File: src/rtl/gpi_debounce.sv
// gpi_debounce: synchronize, tick-sample and debounce general-purpose inputs.
// Edge pulses, sticky change flags and irq exist only with GPI_DEBOUNCE_EDGE_IRQ_EN.
module gpi_debounce #(
    parameter int Width       = 13,
    parameter int TickCycles  = 50000,
    parameter int StableTicks = 4
) (
    input  logic             clk_sys_i,
    input  logic             rst_sys_ni,
    input  logic [Width-1:0] gp_raw_i,
    output logic [Width-1:0] gp_o,
    output logic [Width-1:0] rise_o,
    output logic [Width-1:0] fall_o,
    output logic [Width-1:0] changed_o,
    input  logic [Width-1:0] changed_clr_i,
    output logic             irq_o
);

    localparam int PW = $clog2(TickCycles);
    localparam logic [PW-1:0] PreMax = PW'(TickCycles - 1);
    localparam logic [3:0] StableM1 = 4'(StableTicks - 1);

    logic [Width-1:0]      sync1_q;
    logic [Width-1:0]      sync_q;
    logic [PW-1:0]         pre_q;
    logic                  tick;
    logic [Width-1:0][3:0] cnt_q;
    logic [Width-1:0][3:0] cnt_d;
    logic [Width-1:0]      gp_q;
    logic [Width-1:0]      toggle;

    assign tick = (pre_q == PreMax);

    always_ff @(posedge clk_sys_i or negedge rst_sys_ni) begin
        if (!rst_sys_ni) begin
            sync1_q <= '0;
            sync_q  <= '0;
            pre_q   <= '0;
        end else begin
            sync1_q <= gp_raw_i;
            sync_q  <= sync1_q;
            pre_q   <= tick ? '0 : pre_q + 1'b1;
        end
    end

    // cnt+1 == StableTicks is the same as cnt == StableTicks-1
    always_comb begin
        toggle = '0;
        cnt_d  = cnt_q;
        for (int i = 0; i < Width; i++) begin
            if (sync_q[i] == gp_q[i]) begin
                cnt_d[i] = '0;
            end else if (tick) begin
                if (cnt_q[i] == StableM1) begin
                    toggle[i] = 1'b1;
                    cnt_d[i]  = '0;
                end else begin
                    cnt_d[i] = cnt_q[i] + 4'd1;
                end
            end
        end
    end

    always_ff @(posedge clk_sys_i or negedge rst_sys_ni) begin
        if (!rst_sys_ni) begin
            cnt_q <= '0;
            gp_q  <= '0;
        end else begin
            cnt_q <= cnt_d;
            gp_q  <= gp_q ^ toggle;
        end
    end

    assign gp_o = gp_q;

`ifdef GPI_DEBOUNCE_EDGE_IRQ_EN
    logic [Width-1:0] rise_q;
    logic [Width-1:0] fall_q;
    logic [Width-1:0] changed_q;

    // Pulses land on the same edge as the gp_q toggle; set beats clear.
    always_ff @(posedge clk_sys_i or negedge rst_sys_ni) begin
        if (!rst_sys_ni) begin
            rise_q    <= '0;
            fall_q    <= '0;
            changed_q <= '0;
        end else begin
            rise_q    <= toggle & ~gp_q;
            fall_q    <= toggle & gp_q;
            changed_q <= (changed_q & ~changed_clr_i) | rise_q | fall_q;
        end
    end

    assign rise_o    = rise_q;
    assign fall_o    = fall_q;
    assign changed_o = changed_q;
    assign irq_o     = |changed_q;
`else
    logic unused_clr;

    assign unused_clr = ^changed_clr_i;
    assign rise_o     = '0;
    assign fall_o     = '0;
    assign changed_o  = '0;
    assign irq_o      = 1'b0;
`endif

endmodule

File: config.mk
export PLATFORM = sky130hd
export DESIGN_NAME = gpi_debounce
export DESIGN_NICKNAME = d
export VERILOG_FILES = /design/src/rtl/gpi_debounce.sv
export SDC_FILE = /design/constraint.sdc
export NUM_CORES = 1
export LEC_CHECK = 0
export CAP_MARGIN = 10
export CORE_ASPECT_RATIO = 0.8
export CORE_MARGIN = 4
export CORE_UTILIZATION = 30
export DETAILED_ROUTE_END_ITERATION = 10
export GPL_TIMING_DRIVEN = 1
export SLEW_MARGIN = 40
export SYNTH_ARGS = -nofsm -noshare
export SYNTH_HDL_FRONTEND = slang
export SYNTH_SLANG_ARGS = --single-unit
File: constraint.sdc
create_clock -name clk_sys_i -period 7.4 [get_ports clk_sys_i]
set_clock_uncertainty 0.15 [all_clocks]
set_input_delay 2.22 -clock clk_sys_i [delete_from_list [all_inputs] [get_ports clk_sys_i]]
set_output_delay 2.22 -clock clk_sys_i [all_outputs]
set_load 0.1 [all_outputs]
==> summary by stage, run 1 <==
CTS
Gates resized during post-CTS repair numbered 0. The master cell of the clock root buffer is clkbuf_16. In this run, post-CTS hold repair placed 0 buffers. The maximum buffer depth of the clock tree is 2. The H-tree was split into 3 levels. The count of clock tree sinks is between 100 and 150. After clock tree synthesis, the clock-pin slew on the worst setup and hold paths is ~70 ps. Counting the buffers created by CTS gives 9. The number of setup buffers added after CTS is 0. TritonCTS built the clock tree.

The later pin in the worst-skew pair is clocked with a latency of ~340 ps.

Power
The share of total power dissipated in combinational logic is 0.098. The share of total power dissipated in the clock network is 0.399. The analysis attributes to cell leakage a power of 2.55 nW.

For this design the total switching power over the nets is between 300 and 400 uW. Power spread over the standard cell area amounts to 211 nW/um^2. The sequential fraction of design power is 0.504.

Internal power comes to about 870 uW. The total chip power is approximately 1.2 mW. The maximum vdd ir drop is between 100 and 150 uV. The switching fraction of total power is 0.268.

Worst setup path
The required time of the critical path is 5030 ps. For the worst setup path, the data arrival time is roughly 1200 ps. The critical path goes through buf_2. The maximum net fanout on the critical path is 4.

Among all stages on the critical path, the largest delay is contributed by buf_2. The nature of the critical path startpoint is a flop. Among cell families on the critical path, the largest total delay comes from buffers and inverters. The startpoint identified for the worst register-to-register timing path is pre_q[0].

The combined buffer and inverter count along the critical path is 1. The worst setup path is captured at an output port. The worst setup path is of the flop to output port kind.

In this design, the stage delay of the slowest critical-path cell is between 400 and 500 ps.

Logic synthesis
The synthesized design contains roughly 110 register bits. Counting flops with an async set or reset pin after synthesis yields a share of 1.00. The sequential area share after synthesis is 0.530. After synthesis, the mean cell area works out to roughly 11 um^2. The total of warnings raised by yosys is 0.

For this run, the leading register cell type out of synthesis is dfrtp_1. The count of flip-flops with a built-in enable after synthesis is 0. The number of library cell types mapped by synthesis is 32. In this run the cell area of the synthesized design comes to a little over 5000 um^2. The cell count after synthesis is around 470.

Die
Measured along the y axis, the die boundary spans between 100 and 150 um. In this run the core area contains between 40 and 50 standard-cell rows. Measured along the x axis, the die boundary spans roughly 150 um. The die covers 19,000 um^2.

For this configuration, the core starts out at a cell density of 0.305. The I/O pin total is 81. The area of the core is approximately 17,000 um^2.

Global route
Summed over all layers, the global routing overflow is 0. For this run, the total global-route usage over all layers was measured as 0.0936. The number of antenna violations at the first check in global routing is 0. The wire length of the first global-routing pass is 14,700 um. The number of global-route vias before repair is 3,171.

Entering global routing, the biggest net connects 70 pins.

Drt
For this block, the initial DRC count from the detailed router was ~110. The first detailed-routing pass took 5 iterations. After detailed routing, the number of vias per cell comes to approximately 4.5. For this run, design rule violations remaining after detail routing come to 0. The detail route stage leaves a number of antenna-violating nets equal to 0. After detailed routing, the average wire length per cell comes to 11.7 um. The total wirelength of the detailed-routed design is between 8000 and 9000 um.

For this block, the via count after detailed routing is between 3,000 and 4,000.

STA
Dividing the final minimum period by the clock period gives 0.485. Setup violations remaining at the end of the flow were counted as 0. The post-route worst hold slack is roughly 200 ps. The hold violation total from the final report is 0.

The worst-margin pin slew is about 620 ps. Measured against its own limit, the worst slew margin works out to 0.585. The number of max-slew violations in the final report is 0. Setup repair after global routing left no endpoint under its margin.

Based on the critical path, the design can be clocked at up to around 0.28 GHz. In the final timing run, aggregate negative setup slack is 0 ps. The clock period minus worst slack is approximately 3600 ps.

The smallest setup slack after layout is roughly 3800 ps.

Layout
Leaving out fill and tap cells, the most frequent cells in the layout are dfrtp_1, nand2_1, conb_1, a21oi_1, or3_1. Of the cells placed in the final design, the portion with a size suffix greater than 1 is 0.0958. The net count of the finished layout is 538. The post-layout utilization of the core is 0.339. The area growth from synthesis to layout is 11.2%. Leaving out fill and tap cells, the most frequent cell in the layout is dfrtp_1. The diode insertion count for antenna repair is 0.

Hold path
The worst hold path begins at sync1_q[8]. The tightest min-delay check is of the flop to flop type.

Placed design
The estimated wirelength of the detail-placed design is 5830 um. Prior to clock tree synthesis, the placed netlist has a worst setup slack of approximately 3700 ps. The last weighted congestion value of the routability-driven placer is approximately 0.72. Input and output buffers added on the ports amount to 27.

Run status
The run finished with clean final reports.

Run
Across the run, the number of max-cap violations was 0.
==> cell usage after synthesis (2+ instances only) <==
cell	instances	area, um^2
xor2_1	17	149
ha_1	14	175
or4_4	2	22.5
mux2_2	14	158
dfrtp_1	107	2680
or3_1	26	163
nor3b_1	13	97.6
nand3_1	19	95.1
nor2_1	7	26.3
buf_4	40	300
xnor2_1	19	166
mux2i_1	12	120
nand4_1	5	31.3
clkbuf_1	9	33.8
buf_6	4	45.0
and3_1	4	25.0
nand3b_1	13	97.6
and4_1	3	26.3
a21oi_1	39	195
o21ai_0	14	70.1
nand2_1	79	297
==> layer usage <==
layer,up-vias,GRT usage,part of all wire
li1,1589,-,-
met1,1597,0.118,0.46
met2,65,0.158,0.48
met3,9,0.0267,0.048
met4,0,0.0267,0.010
met5,-,0,0
==> path summary, 6_finish.rpt <==
kind / endpoint / slack (ps) / depth (start not counted)
max in group asynchronous: cnt_q[35] / 4400 / 2
max reg2reg: flop / 4610 / 6
min: sync_q[8] / 200 / 0
max: gp_o[4] / 3810 / 1
min in group asynchronous: cnt_q[22] / 1700 / 1
min reg2reg: sync_q[8] / 200 / 0
==> power groups by stage <==
stage                     Sequential, mW  Combinational, mW  Clock [mW]
after global placement             0.608              0.115           0
final                              0.596              0.116       0.472
after floorplan                    0.607              0.111           0
after detailed placement           0.608              0.116           0
after CTS                          0.597              0.116       0.490
after global routing               0.597              0.121       0.518
==> final cells by class <==
cell class / instances / area, um^2
clock inverters: 5 / 60.1
fillers: 1637 / 10900
flip-flops and latches: 107 / 2680
clock buffers: 11 / 233
multi-input cells: 349 / 2150
well taps: 220 / 275
repair buffers: 29 / 221
==> cell families (layout without fill, tap and decap cells) <==
kind of cell,Yosys count,count (layout),synth area share
AO/OA/AOI/OAI,55,55,0.0560
XOR/XNOR,36,36,0.0624
adder cells (fa/ha/maj),14,14,0.0347
buffers and inverters,54,45,0.0760
flip-flops,107,107,0.530
multiplexers,26,26,0.0550
other,1,40,0.000742
AND/OR/NAND/NOR,178,178,0.185
==> through the flow <==
step / instances / cell area, um^2
after floorplan: 510 / 5200
after global placement: 705 / 5380
after detailed placement: 705 / 5320
after CTS: 721 / 5620
after global routing: 721 / 5620
final: 721 / 5620
(Power assumes the default switching activity.)
==> run 2, diff against run 1 <==
clock period = 3.49 ns   (was 7.4 ns; I/O delays follow)
==> run 2 against run 1 <==
  * Clock power is 120% higher
  * Critical endpoint is now cnt_q[51]
  * Clock-buffer cell count stayed put
  * First-iteration DRC count rose by 78%
  * Cell count grew 0.28%
  * Via count rose by 0.28%
  * Die area unchanged
  * Wire length down 0.70%
  * Highest routed layer unchanged
  * Hold slack worse by 3.5 ps
  * Utilization up 0.36 points
  * Register-to-register slack worse by 3700 ps
==> summary by stage, run 2 (synthesized netlist as in run 1, its figures left out) <==
Drt
The sum of routed wire segments on met1 is 3790 um (-1.9%). The number of vias after detailed routing came to 3,269 (+0.28%). The detailed-route wire length per cell is 11.5 um (-0.98%).

The total wirelength of the detailed-routed design came to 8350 um (-0.70%). The met3 wirelength from detailed routing came to 495 um (+23%). The sum of met2 wire segment lengths after detailed routing is 3960 um (-2.1%). The DRC violations left came to 0 (unchanged). The detailed-route vias per instance is 4.52 (about the same). The post-detailed-route count of antenna-violating nets is 0 (unchanged). The starting DRC count in detailed routing is 194 (+78%). The total iterations of the first detailed-routing run is 4 (-1). Routed signal wires occupy layers up through met4.

Die
The floorplan die width came to 153 um (unchanged). The die area is 19,000 um^2 (unchanged). The effective utilization at floorplan is 0.305 (unchanged). The floorplan row count was 42 (unchanged). The height of the chip was 124 um (unchanged).

The I/O pin total is 81 (unchanged). The area of the core is 16,600 um^2 (unchanged).

CTS
The clock transition at the registers of the reported paths is 70 ps (about the same). The clock tree from TritonCTS is built. The level count of the clock H-tree is 3 (unchanged).

The number of buffers inserted by hold repair at cts was 0 (unchanged). The clock latency on the worst-skew pair is 340 ps (about the same). The tree is rooted in a clkbuf_16. The total clock buffers created by CTS came to 9 (unchanged). The count of cells resized by post-cts repair was 0 (unchanged).

The maximum buffer depth of the clock tree came to 2 (unchanged). The count of buffers added by post-CTS timing repair for setup is 0 (unchanged). The count of clock tree sinks is 107 (unchanged).

STA
The top achievable clock speed is 0.384 GHz. The post-route worst hold slack came to 195 ps (-3.52 ps). The hold violation total from the final report is 0 (unchanged). The clock period minus worst slack is 2610 ps. In the finished design, the share of the clock period the worst path needs comes to 0.747. The final number of setup-violating endpoints is 0 (unchanged). The worst-margin pin slew came to 622 ps (+0.411 ps). The number of max-slew violations in the final report is 0 (unchanged). The final sum of negative setup slack is 0 ps (unchanged).

The worst slew margin relative to its limit is 0.585 (about the same). Setup repair after global routing left no endpoint under its margin.

Layout
The area growth from synthesis to layout is 12.4%. The share of final-layout standard cells stronger than drive strength 1 came to 0.101 (+0.00558). The count of placed standard cells in the final layout, fillers left out is 723 (+0.28%). The diode insertion count for antenna repair is 0 (unchanged). The post-layout net count is 540 (+0.37%). The area of all placed cells without fillers is 5680 um^2 (+1.1%). The most common library cell in the layout ignoring fill and taps is dfrtp_1. In the layout the commonest cells are dfrtp_1, nand2_1, conb_1, a21oi_1, or3_1. The filler cell count is 1,606 (-1.9%).

Worst setup path
The combined buffer and inverter count along the critical path is 0 (-1). The signal on the critical path passes through ha_1 -> nand4_1 -> or4_4 -> or3_1 -> a21oi_1. The endpoint type of the worst setup path is a flop. The dominant delay contributor by cell family on the critical path is simple AND/OR/NAND/NOR gates. The maximum net fanout on the critical path was 69 (+65).

The nature of the critical path startpoint is a flop. The data arrival time of the worst path is 2720 ps (+1500 ps). The slowest stage of the critical path is the or4_4 cell. The required time of the critical path was 3610 ps (-1420 ps). The startpoint-to-endpoint class of the critical path is flop to flop. The delay of the slowest cell on the worst path is 860 ps (+400 ps).

Global route
The final global-route overflow total came to 0 (unchanged). The wire length of the first global-routing pass is 14,700 um (-0.14%). The number of antenna violations at the first check in global routing is 0 (unchanged).

The global-route usage over all layers is 0.0939 (+0.000323). The number of global-route vias before repair came to 3,222 (+1.6%). The pin count of the biggest net entering global routing was 70 (unchanged).

Hold path
The type of the worst min-delay path is flop to flop.

Power
The reported leakage power is 2.55 nW (-0.15%). The power density of the placed cells was 446 nW/um^2 (+110%). The maximum vdd ir drop is 194 uV (+75%).

Placed design
The placed standard-cell area was 5370 um^2 (+0.96%). The estimated wirelength of the detail-placed design is 5690 um (-2.4%). The cell count after placement is 707 (+0.28%).

The count of buffers inserted at the top-level ports is 27 (unchanged). The last weighted congestion value of the routability-driven placer was 0.717 (-0.84%).

Run status
The run finished with clean final reports.

Run
The number of violations of the max-capacitance limit is 0 (unchanged).
[run 2: changes by cell type in the layout (fill, tap and decap cells not counted), moves of 2 or more]
cell      before  now
buf_2         13    0
buf_4          2   17
clkinv_4       0    2
inv_6          2    0
[run 2: cell type report]
cell class / count / area, um^2 / area share
Clock buffer: 11 / 243 / 0.0427
Clock inverter: 5 / 62.6 / 0.0110
Multi-Input combinational cell: 349 / 2140 / 0.377
Sequential cell: 107 / 2680 / 0.471
Tap cell: 220 / 275 / 0.0485
Timing Repair Buffer: 31 / 278 / 0.0489
[run 2: routing by layer]
metal  vias to the layer above  global-route usage
met5                         -                   0
met4                         0              0.0317
met3                         7              0.0292
met2                        87               0.158
met1                      1584               0.116
li1                       1591                   -
[run 2: power by group]
group	total [mW]	leakage, nW	internal, mW	switching (mW)
combinational	0.247	0.984	0.0242	0.223
clock	1.02	0.142	0.579	0.444
sequential	1.26	1.42	1.25	0.00987
total	2.53	2.55	1.86	0.677
[run 2: per-stage QoR]
stage | total power, mW | setup WS, ps | utilization
finish | 2.53 | 883 | 0.343
global route | 2.64 | 695 | 0.343
CTS | 2.57 | 860 | 0.343
detailed placement | 1.54 | 875 | 0.325
global placement | 1.54 | 925 | 0.325
floorplan | 1.52 | 1150 | -
[run 2: worst paths after layout]
kind | slack (ps) | depth (start not counted) | to | startpoint
max | 880 | 5 | cnt_q[51] | pre_q[0]
min | 200 | 0 | sync_q[3] | sync1_q[3]
max reg2reg | 880 | 5 | cnt_q[51] | pre_q[0]
min reg2reg | 200 | 0 | sync_q[3] | sync1_q[3]
max in group asynchronous | 2060 | 2 | cnt_q[10] | rst_sys_ni
min in group asynchronous | 470 | 1 | cnt_q[22] | rst_sys_ni
